[src/rtl/bram_reader_pkg.sv]
`default_nettype none
// ============================================================================
//  Module      : bram_reader_pkg
//  Description : Shared types and width helpers for the block-RAM stream
//                reader and its output skid buffer.
//  Revision    : 1.0 - initial release
// ============================================================================
package bram_reader_pkg;

    // Controller state encoding
    typedef enum logic [1:0] {
        ST_IDLE  = 2'd0,
        ST_RUN   = 2'd1,
        ST_DRAIN = 2'd2,
        ST_DONE  = 2'd3
    } state_t;

    // Output buffer holds exactly two words: enough to cover one in-flight
    // RAM read plus one word stalled at the stream interface.
    localparam int c_BUF_DEPTH = 2;

    // Occupancy counter must represent 0..c_BUF_DEPTH inclusive
    localparam int c_CNT_W = $clog2(c_BUF_DEPTH + 1);

    // RAM address width for a given depth (at least one bit)
    function automatic int addr_width(input int depth);
        return (depth > 1) ? $clog2(depth) : 1;
    endfunction

    // Word-count width: one extra bit so a full-depth count (== DEPTH) fits
    function automatic int len_width(input int depth);
        return addr_width(depth) + 1;
    endfunction

endpackage
`default_nettype wire

[src/rtl/stream_skid_buf.sv]
`default_nettype none
// ============================================================================
//  Module      : stream_skid_buf
//  Description : Two-entry FIFO of {last, data} feeding a valid/ready
//                stream. Push and pop may occur in the same cycle. A flush
//                empties the buffer and takes priority over a push.
//  Revision    : 1.0 - initial release
// ============================================================================
module stream_skid_buf
    import bram_reader_pkg::*;
#(
    parameter int WIDTH = 8
) (
    input  logic               clk,
    input  logic               rst,
    input  logic               i_flush,
    input  logic               i_push,
    input  logic [WIDTH-1:0]   i_push_data,
    input  logic               i_push_last,
    input  logic               i_ready,
    output logic               o_valid,
    output logic [WIDTH-1:0]   o_data,
    output logic               o_last,
    output logic               o_pop,
    output logic [c_CNT_W-1:0] o_count
);

    logic [WIDTH-1:0]   r_data [c_BUF_DEPTH];
    logic               r_last [c_BUF_DEPTH];
    logic               r_wr_ptr;
    logic               r_rd_ptr;
    logic [c_CNT_W-1:0] r_count;

    logic               w_pop;

    assign o_valid = (r_count != '0);
    assign w_pop   = o_valid & i_ready;
    assign o_pop   = w_pop;
    assign o_count = r_count;

    // The head entry is presented directly, so data and last stay stable
    // for as long as the consumer stalls.
    assign o_data  = r_data[r_rd_ptr];
    assign o_last  = r_last[r_rd_ptr] & o_valid;

    // Storage, pointers and occupancy
    always_ff @(posedge clk or posedge rst) begin
        if (rst) begin
            for (int i = 0; i < c_BUF_DEPTH; i++) begin
                r_data[i] <= '0;
                r_last[i] <= 1'b0;
            end
            r_wr_ptr <= 1'b0;
            r_rd_ptr <= 1'b0;
            r_count  <= '0;
        end else if (i_flush) begin
            for (int i = 0; i < c_BUF_DEPTH; i++) begin
                r_last[i] <= 1'b0;
            end
            r_wr_ptr <= 1'b0;
            r_rd_ptr <= 1'b0;
            r_count  <= '0;
        end else begin
            if (i_push) begin
                r_data[r_wr_ptr] <= i_push_data;
                r_last[r_wr_ptr] <= i_push_last;
                r_wr_ptr         <= ~r_wr_ptr;
            end
            if (w_pop) begin
                r_rd_ptr <= ~r_rd_ptr;
            end
            case ({i_push, w_pop})
                2'b10:   r_count <= r_count + c_CNT_W'(1);
                2'b01:   r_count <= r_count - c_CNT_W'(1);
                default: r_count <= r_count;
            endcase
        end
    end

endmodule
`default_nettype wire

[src/rtl/bram_stream_reader.sv]
`default_nettype none
// ============================================================================
//  Module      : bram_stream_reader
//  Description : Read-side initiator for a single-port block RAM. On start,
//                fetches `length` consecutive words from `base_addr`
//                (wrapping modulo DEPTH) and emits them on a valid/ready
//                stream with a last flag. A two-entry skid buffer absorbs
//                the RAM's one-cycle read latency so the stream sustains one
//                word per cycle.
//  Options     : define BRAM_READER_ABORT_EN to add the `abort` input, which
//                cancels a running command and discards pending words.
//  Revision    : 1.0 - initial release
// ============================================================================
module bram_stream_reader
    import bram_reader_pkg::*;
#(
    parameter int WIDTH = 8,
    parameter int DEPTH = 2048,
    localparam int AW   = addr_width(DEPTH),
    localparam int LW   = len_width(DEPTH)
) (
    input  logic             clk,
    input  logic             rst,
    input  logic             start,
    input  logic [AW-1:0]    base_addr,
    input  logic [LW-1:0]    length,
`ifdef BRAM_READER_ABORT_EN
    input  logic             abort,
`endif
    output logic             busy,
    output logic             done,
    output logic             mem_en,
    output logic             mem_we,
    output logic [AW-1:0]    mem_addr,
    input  logic [WIDTH-1:0] mem_dout,
    output logic [WIDTH-1:0] m_data,
    output logic             m_valid,
    input  logic             m_ready,
    output logic             m_last
);

    state_t             r_state;
    state_t             w_state_nxt;

    logic [AW-1:0]      r_addr;          // next address to issue
    logic [LW-1:0]      r_remain;        // words still to issue
    logic               r_inflight;      // a read was issued last cycle
    logic               r_inflight_last; // ... and it was the final word

    logic               w_abort;
    logic               w_pop;
    logic [c_CNT_W-1:0] w_count;
    logic [2:0]         w_occ;
    logic               w_room;
    logic               w_issue;
    logic               w_final_issue;
    logic               w_accept;
    logic [AW-1:0]      w_addr_inc;

`ifdef BRAM_READER_ABORT_EN
    assign w_abort = abort & ((r_state == ST_RUN) | (r_state == ST_DRAIN));
`else
    assign w_abort = 1'b0;
`endif

    // A command is latched only in IDLE; zero-length commands skip RUN
    assign w_accept = (r_state == ST_IDLE) & start & (length != '0);

    // Words committed to the buffer: already buffered plus the read whose
    // data arrives this cycle. A pop in this same cycle frees a slot, which
    // is what allows back-to-back issue at full rate.
    assign w_occ  = {1'b0, w_count} + {2'b00, r_inflight};
    assign w_room = (w_occ < 3'(c_BUF_DEPTH)) | w_pop;

    assign w_issue       = (r_state == ST_RUN) & ~w_abort & w_room;
    assign w_final_issue = w_issue & (r_remain == LW'(1));

    // Address increment with explicit wrap, correct for non-power-of-2 DEPTH
    assign w_addr_inc = (r_addr == AW'(DEPTH - 1)) ? '0 : r_addr + AW'(1);

    assign mem_en   = w_issue;
    assign mem_we   = 1'b0;
    assign mem_addr = r_addr;

    assign busy = (r_state == ST_RUN) | (r_state == ST_DRAIN);
    assign done = (r_state == ST_DONE);

    // State register
    always_ff @(posedge clk or posedge rst) begin
        if (rst) begin
            r_state <= ST_IDLE;
        end else begin
            r_state <= w_state_nxt;
        end
    end

    // Next-state logic
    always_comb begin
        w_state_nxt = r_state;
        case (r_state)
            ST_IDLE: begin
                if (start) begin
                    w_state_nxt = (length == '0) ? ST_DONE : ST_RUN;
                end
            end
            ST_RUN: begin
                if (w_abort) begin
                    w_state_nxt = ST_DONE;
                end else if (w_final_issue) begin
                    w_state_nxt = ST_DRAIN;
                end
            end
            ST_DRAIN: begin
                // Finish once nothing is in flight and the buffer is empty
                // or is handing over its final word right now.
                if (w_abort) begin
                    w_state_nxt = ST_DONE;
                end else if (!r_inflight &&
                             ((w_count == '0) ||
                              ((w_count == c_CNT_W'(1)) && w_pop))) begin
                    w_state_nxt = ST_DONE;
                end
            end
            ST_DONE: begin
                w_state_nxt = ST_IDLE;
            end
            default: begin
                w_state_nxt = ST_IDLE;
            end
        endcase
    end

    // Read address, remaining-word counter and in-flight tracking
    always_ff @(posedge clk or posedge rst) begin
        if (rst) begin
            r_addr          <= '0;
            r_remain        <= '0;
            r_inflight      <= 1'b0;
            r_inflight_last <= 1'b0;
        end else begin
            if (w_accept) begin
                r_addr   <= base_addr;
                r_remain <= length;
            end else if (w_issue) begin
                r_addr   <= w_addr_inc;
                r_remain <= r_remain - LW'(1);
            end
            // The last flag travels with the read so it is fixed at issue
            r_inflight      <= w_issue;
            r_inflight_last <= w_final_issue;
        end
    end

    stream_skid_buf #(
        .WIDTH       (WIDTH)
    ) u_skid_buf (
        .clk         (clk),
        .rst         (rst),
        .i_flush     (w_abort),
        .i_push      (r_inflight),
        .i_push_data (mem_dout),
        .i_push_last (r_inflight_last),
        .i_ready     (m_ready),
        .o_valid     (m_valid),
        .o_data      (m_data),
        .o_last      (m_last),
        .o_pop       (w_pop),
        .o_count     (w_count)
    );

endmodule
`default_nettype wire

[config.mk]
export PLATFORM = sky130hd
export DESIGN_NAME = bram_stream_reader
export DESIGN_NICKNAME = d
export VERILOG_FILES = /design/src/rtl/bram_reader_pkg.sv /design/src/rtl/stream_skid_buf.sv /design/src/rtl/bram_stream_reader.sv
export SDC_FILE = /design/constraint.sdc
export NUM_CORES = 1
export LEC_CHECK = 0
export BUFFER_PORTS_ARGS = -buffer_cell sky130_fd_sc_hd__buf_2
export CAP_MARGIN = 20
export CELL_PAD_IN_SITES_DETAIL_PLACEMENT = 1
export CELL_PAD_IN_SITES_GLOBAL_PLACEMENT = 2
export CORE_UTILIZATION = 36
export DETAILED_ROUTE_END_ITERATION = 7
export PLACE_DENSITY = 0.86
export SKIP_LAST_GASP = 1
export SLEW_MARGIN = 5
export SYNTH_ARGS = -nofsm -noshare
export SYNTH_HDL_FRONTEND = slang
export SYNTH_SLANG_ARGS = --single-unit
[constraint.sdc]
create_clock -name clk -period 4.1 [get_ports clk]
set_input_delay 0.615 -clock clk [delete_from_list [all_inputs] [get_ports clk]]
set_output_delay 0.615 -clock clk [all_outputs]
set_load 0.03 [all_outputs]
-- Word-level counts from Yosys, hierarchy flattened
Index checks and enable logic that the tools add are counted.
- register bits: 49
- bits of input ports: 35
- logic and storage cells: 80
- $add $sub $neg: 5
- $lt $le $gt $ge: 4
- equal/unequal tests: 11
- mux-type cells: 23
- bitwise gates (word level): 12
- reduce and logical (&&, ||, !) cells: 13
- operators by type and width (operator ; count):
    11-bit two-way mux ; 3
    8-bit two-way mux ; 4
    12-bit two-way mux ; 2
    16-bit bitwise mux ; 1
    12-bit by 1-bit == test with 1-bit output (second input constant) ; 1
    12-bit logical NOT ; 1
    12-bit nonzero test ; 1
    12-bit by 1-bit subtractor with 12-bit output (second input constant) ; 1
    11-bit by 1-bit adder with 11-bit output (second input constant) ; 1
    11-bit == test (second input constant) ; 1
    8-bit demux with 1-bit select ; 1
    2-bit two-way mux ; 4
    2-bit one-hot mux with 4 select lines ; 1
    1-bit bitwise AND ; 6
    2-bit by 1-bit == test with 1-bit output (second input constant) ; 3
    2-bit == test (second input constant) ; 3
    2-bit nonzero test ; 3
    2-bit >= comparator (second input constant) ; 2
    2-bit logical NOT ; 2
    1-bit two-way mux ; 4
    2-bit != test (second input constant) ; 2
    1-bit inverter with 2-bit output ; 2
    2-bit one-hot mux with 2 select lines ; 1
    2-bit by 1-bit adder with 3-bit output ; 1
    other kinds (13) ; 17

-- Logic depth before layout (Yosys ltp)
- word-level depth: 7
- gate-level depth with buffers: 9
- mapped depth without buffers: 8

-- Modules after synthesis
From an unflattened synthesis, not the netlist that was laid out.
- cells, all modules: 265
- area total of the unflattened synthesis: 2710.1 um^2
- by module, submodules not included (module ; times used ; cells each ; area an instance (um^2)):
    bram_stream_reader ; 1 ; 185 ; 1672.9
    stream_skid_buf ; 1 ; 80 ; 1037.2

-- Worst setup path before layout
Ideal clock, no wire load.
- path kind: register to register
- start point: register r_addr[0] (netlist: mem_addr[0])
- end point: register r_addr[3] (netlist: mem_addr[3])
- arrival: 1.907 ns
- path slack: 2.111 ns
- cell stages (with the launch flop): 7
- cells stage by stage: dfrtp_1 > ha_1 > and4_1 > and4_4 > buf_6 > or4_1 > a31oi_1
- cells in the longest elaborated chain, start to end: 4
- elaborated cells between the ends (all ways): 5
- classes of those cells: add/sub (1); eq/ne (1); mux (3)
- RTL lines (item ; line ; text):
    from (decl) ; bram_stream_reader.sv:45 ; logic [AW-1:0] r_addr;
    from (signal assigned) ; bram_stream_reader.sv:142 ; r_addr <= base_addr;
    from (signal assigned) ; bram_stream_reader.sv:145 ; r_addr <= w_addr_inc;
    11-bit by 1-bit adder with 11-bit output / 11-bit == test (equally long branches) ; bram_stream_reader.sv:79 ; assign w_addr_inc = (r_addr == AW'(DEPTH - 1)) ? '0 : r_addr + AW'(1);
    11-bit two-way mux * ; bram_stream_reader.sv:79 ;
    11-bit two-way mux * ; bram_stream_reader.sv:144 ; end else if (w_issue) begin
    11-bit two-way mux * ; bram_stream_reader.sv:141 ; if (w_accept) begin
Mark *: on every way between the ends. The rest lies on a longest branch, timed or not. The select of a mux whose other input is x is not followed.
A chain may end at the register's enable or synchronous reset.

-- Final worst setup path
- start point: register u_skid_buf.r_count[1] (netlist: u_skid_buf.o_count[1])
- end point: output mem_en
- cells in the longest elaborated chain, start to end: 4
- elaborated cells between the ends (all ways): 6
- classes of those cells: add/sub (1); order compare (1); bitwise (3); reduce/logical (1)
- RTL lines (item ; line ; text):
    from (decl) ; stream_skid_buf.sv:32 ; logic [c_CNT_W-1:0] r_count;
    from (signal assigned) ; stream_skid_buf.sv:73 ; 2'b10: r_count <= r_count + c_CNT_W'(1);
    from (signal assigned) ; stream_skid_buf.sv:74 ; 2'b01: r_count <= r_count - c_CNT_W'(1);
    from (signal assigned) ; stream_skid_buf.sv:75 ; default: r_count <= r_count;
    2-bit by 1-bit adder with 3-bit output / 2-bit nonzero test (equally long branches) ; bram_stream_reader.sv:72, stream_skid_buf.sv:36 ;
    3-bit by 2-bit less-than comparator with 1-bit output / 1-bit bitwise AND (equally long branches) ; bram_stream_reader.sv:73, stream_skid_buf.sv:37 ;
    1-bit OR * ; bram_stream_reader.sv:73 ; assign w_room = (w_occ < 3'(c_BUF_DEPTH)) | w_pop;
    1-bit bitwise AND * ; bram_stream_reader.sv:75 ; assign w_issue = (r_state == ST_RUN) & ~w_abort & w_room;
    to (decl) ; bram_stream_reader.sv:32 ; output logic mem_en,
Mark *: on every way between the ends. The rest lies on a longest branch, timed or not.

==> impl_metrics.yaml <==
floorplan:
  start_util_pct: 36.94
  fp.dieH_um: 88.04
  die_area_sq_um: 7751
  num_io_pins: 60
  rows: 31
  die_w_um: 88.04
  core_area_sq_um: 7214
yosys:
  yosys_register_bits: 49
  ys.flop_type: "dfrtp_1"
  synthCells: 254
  ys_types: 42
  synth_area_leaders: "dfrtp_1 46%, mux2_2 11%, ha_1 5.2%"
  yosysMostFrequentCell: "dfrtp_1"
  syn-cell-area_sq_um: 2665
  synthArstFlopShare_pct: 100.0
  syn_nets: 300
  yosysWarningCount: 0
  yosys.area.top_type: "dfrtp_1"
  synth_common_cells: "49 x dfrtp_1, 26 x mux2_2, 20 x nand2_1, 20 x o21ai_0, 17 x nor2_1"
  synth_edf_count: 0
  yosysSeqAreaShare_pct: 46.01
  synth.top_cell.area_share_pct: 46.01
  syn_avg_cell_area_sq_um: 10.49
routing:
  wl_per_cell_um: 14.54
  drc: 0
  drt_first_pass_iters: 4
  finalWirelength_um: 5945
  final_antenna_net_count: 0
  via_count: 2043
  drt-initial-drc-count: 55
  viasPerCell: 4.995
sta:
  timing.hold.ws_ps: 213.6
  final-hold-violation-count: 0
  worst_pin_slew_ps: 577.6
  max_freq_mhz: 334.0
  timing.final.crit_period_ps: 2994
  rsz0062_at_grt: "no"
  slew-limit-headroom_pct: 61.49
  maxSlewViolCount: 0
  finalSetupViolCount: 0
  fin_setup_tns_ps: 0
  finClkSkew_ps: 7.172
  period_share_pct: 73.02
run_status:
  status: "completed"
setup_path:
  worstPathArrival_ps: 2380
  crit_path_end_kind: "output pin"
  path_max_fanout: 13
  critPathKind: "flip-flop to output pin"
  cp.required_ps: 3480
  cpPeakStageDelay_ps: 510
  path_common_cell: "inv_1"
  reg2reg_slack_ps: 1720
  startpoint_type: "flip-flop"
  path_cells: "inv_1 > ha_1 > nor2b_1 > o21ai_2 > inv_1 > buf_2"
  slowest_stage: "o21ai_2"
power:
  p_leak_nw: 1.403
  powerDensity_nw_per_um2: 817.6
  peakVddDrop_v: 0.0002529
clock_tree:
  ctsResizeCount: 0
  cts_made_buffers: 5
  htree_levels: 2
  clkLatencyLatePin_ps: 310
  clock_sinks: 49
  cts_tree: "yes"
  cts-root-buf: "clkbuf_8"
  hold_buffers: 0
  path_clk_slew_ps: 90
  post_cts_buffers: 0
  cts_buffer_depth: 2
place:
  postPlaceCellArea_sq_um: 3017
  hpwlAfterDp_um: 4403
  gp_congestion: 0.7215
  dpl.cell_count: 399
  io_buffers: 58
layout:
  final_cell_area_sq_um: 3177
  drive_above_1_share_pct: 34.19
  nets: 355
  instances_no_fill: 409
  antenna_cells: 0
  area_growth_pct: 19.20
hold_path:
  holdCritPathClass: "primary input to async pin"
global_routing:
  grt_pass1_wl_um: 9949
  antenna_found_initial: 0
  grt_overflow: 0
  groute.usage.overall_pct: 16.66
  grt_pass1_vias: 2075
  grt_start_max_net_pins: 50
job:
  max-cap-violations: 0
-- path summary, 6_finish.rpt --
kind,startpoint,endpoint,cells after the start
worst min register to register,u_skid_buf.r_wr_ptr$_DFFE_PP0P_,u_skid_buf.r_wr_ptr$_DFFE_PP0P_,1
worst min-delay path,rst,mem_addr[5]$_DFFE_PP0P_,2
worst max register to register,u_skid_buf.o_count[1]$_DFFE_PP0P_,r_remain[6]$_DFFE_PP0P_,8
min in group clk,u_skid_buf.r_wr_ptr$_DFFE_PP0P_,u_skid_buf.r_wr_ptr$_DFFE_PP0P_,1
max in group asynchronous,rst,r_state[1]$_DFFE_PP0P_,3
worst max-delay path,u_skid_buf.o_count[1]$_DFFE_PP0P_,mem_en,6
-- where the power goes --
part           switching (mW)  internal [mW]
clock network           0.170          0.183
registers               0.230          0.714
logic                   0.773          0.527
total                    1.17           1.42
-- layer usage --
layer | wire length (um) | share of wire [%] | global-route usage (%) | vias up
met4 | 84 | 1.4 | 4.399 | 0
met1 | 2684 | 45 | 20.87 | 994
met3 | 252 | 4.2 | 3.016 | 9
met5 | 0 | 0 | 0 | -
met2 | 2924 | 49 | 29.53 | 48
li1 | - | - | - | 992
-- layout make-up --
class                   instances  area, sq um
multi-input cells             180         1328
fillers                       849         4038
inverters                      13        48.80
clock buffers                   5        68.82
clock inverters                 3        43.79
flip-flops and latches         49         1226
repair buffers                 60        337.8
well taps                      99        123.9
-- per-stage QoR --
step	setup WS (ps)	utilization (%)	total power, mW
CTS	1064	43.38	2.616
floorplan	2111	-	1.920
detailed placement	1373	41.81	2.250
global route	854.7	44.03	2.815
finish	1106	44.03	2.597
global placement	1465	41.81	2.206
-- sequential cells by signal (all words and copies together), names as in the netlist, 2 cells and up --
name and cells:
u_skid_buf.r_last 2, u_skid_buf.r_data 16, u_skid_buf.o_count 2, r_remain 12, mem_addr 11, r_state 2
-- critical path, delay by kind of cell (launching register included) --
| family | cells | cell delay, ps |
|---|---|---|
| compound gates | 1 | 510 |
| buf+inv | 3 | 770 |
| simple gates | 1 | 130 |
| fa+ha+maj | 1 | 240 |
| flops | 1 | 420 |
-- layout by cell type (no fill, tap or decap), types with 3 or more instances in the layout --
cell      count
nor3_1        3
mux2i_1       3
buf_2        58
inv_1        12
nor4_1        5
clkbuf_8      5
a31oi_1       5
nand3_1       7
dfrtp_1      49
mux2_2       26
xnor2_1      10
ha_1         11
nand2_1      20
or3_1         3
xor2_1       11
o21ai_0      20
nor2_1       17
a21oi_1      11
-- logic make-up after synthesis --
kind of cell / share of synthesized area [%]
other: 0.1407
adder cells (fa/ha/maj): 5.164
XOR/XNOR: 6.901
buffers and inverters: 4.179
AND/OR/NAND/NOR: 15.21
flip-flops: 46.01
AO/OA/AOI/OAI: 10.28
multiplexers: 12.11
Power figures use the tool's default switching activity.
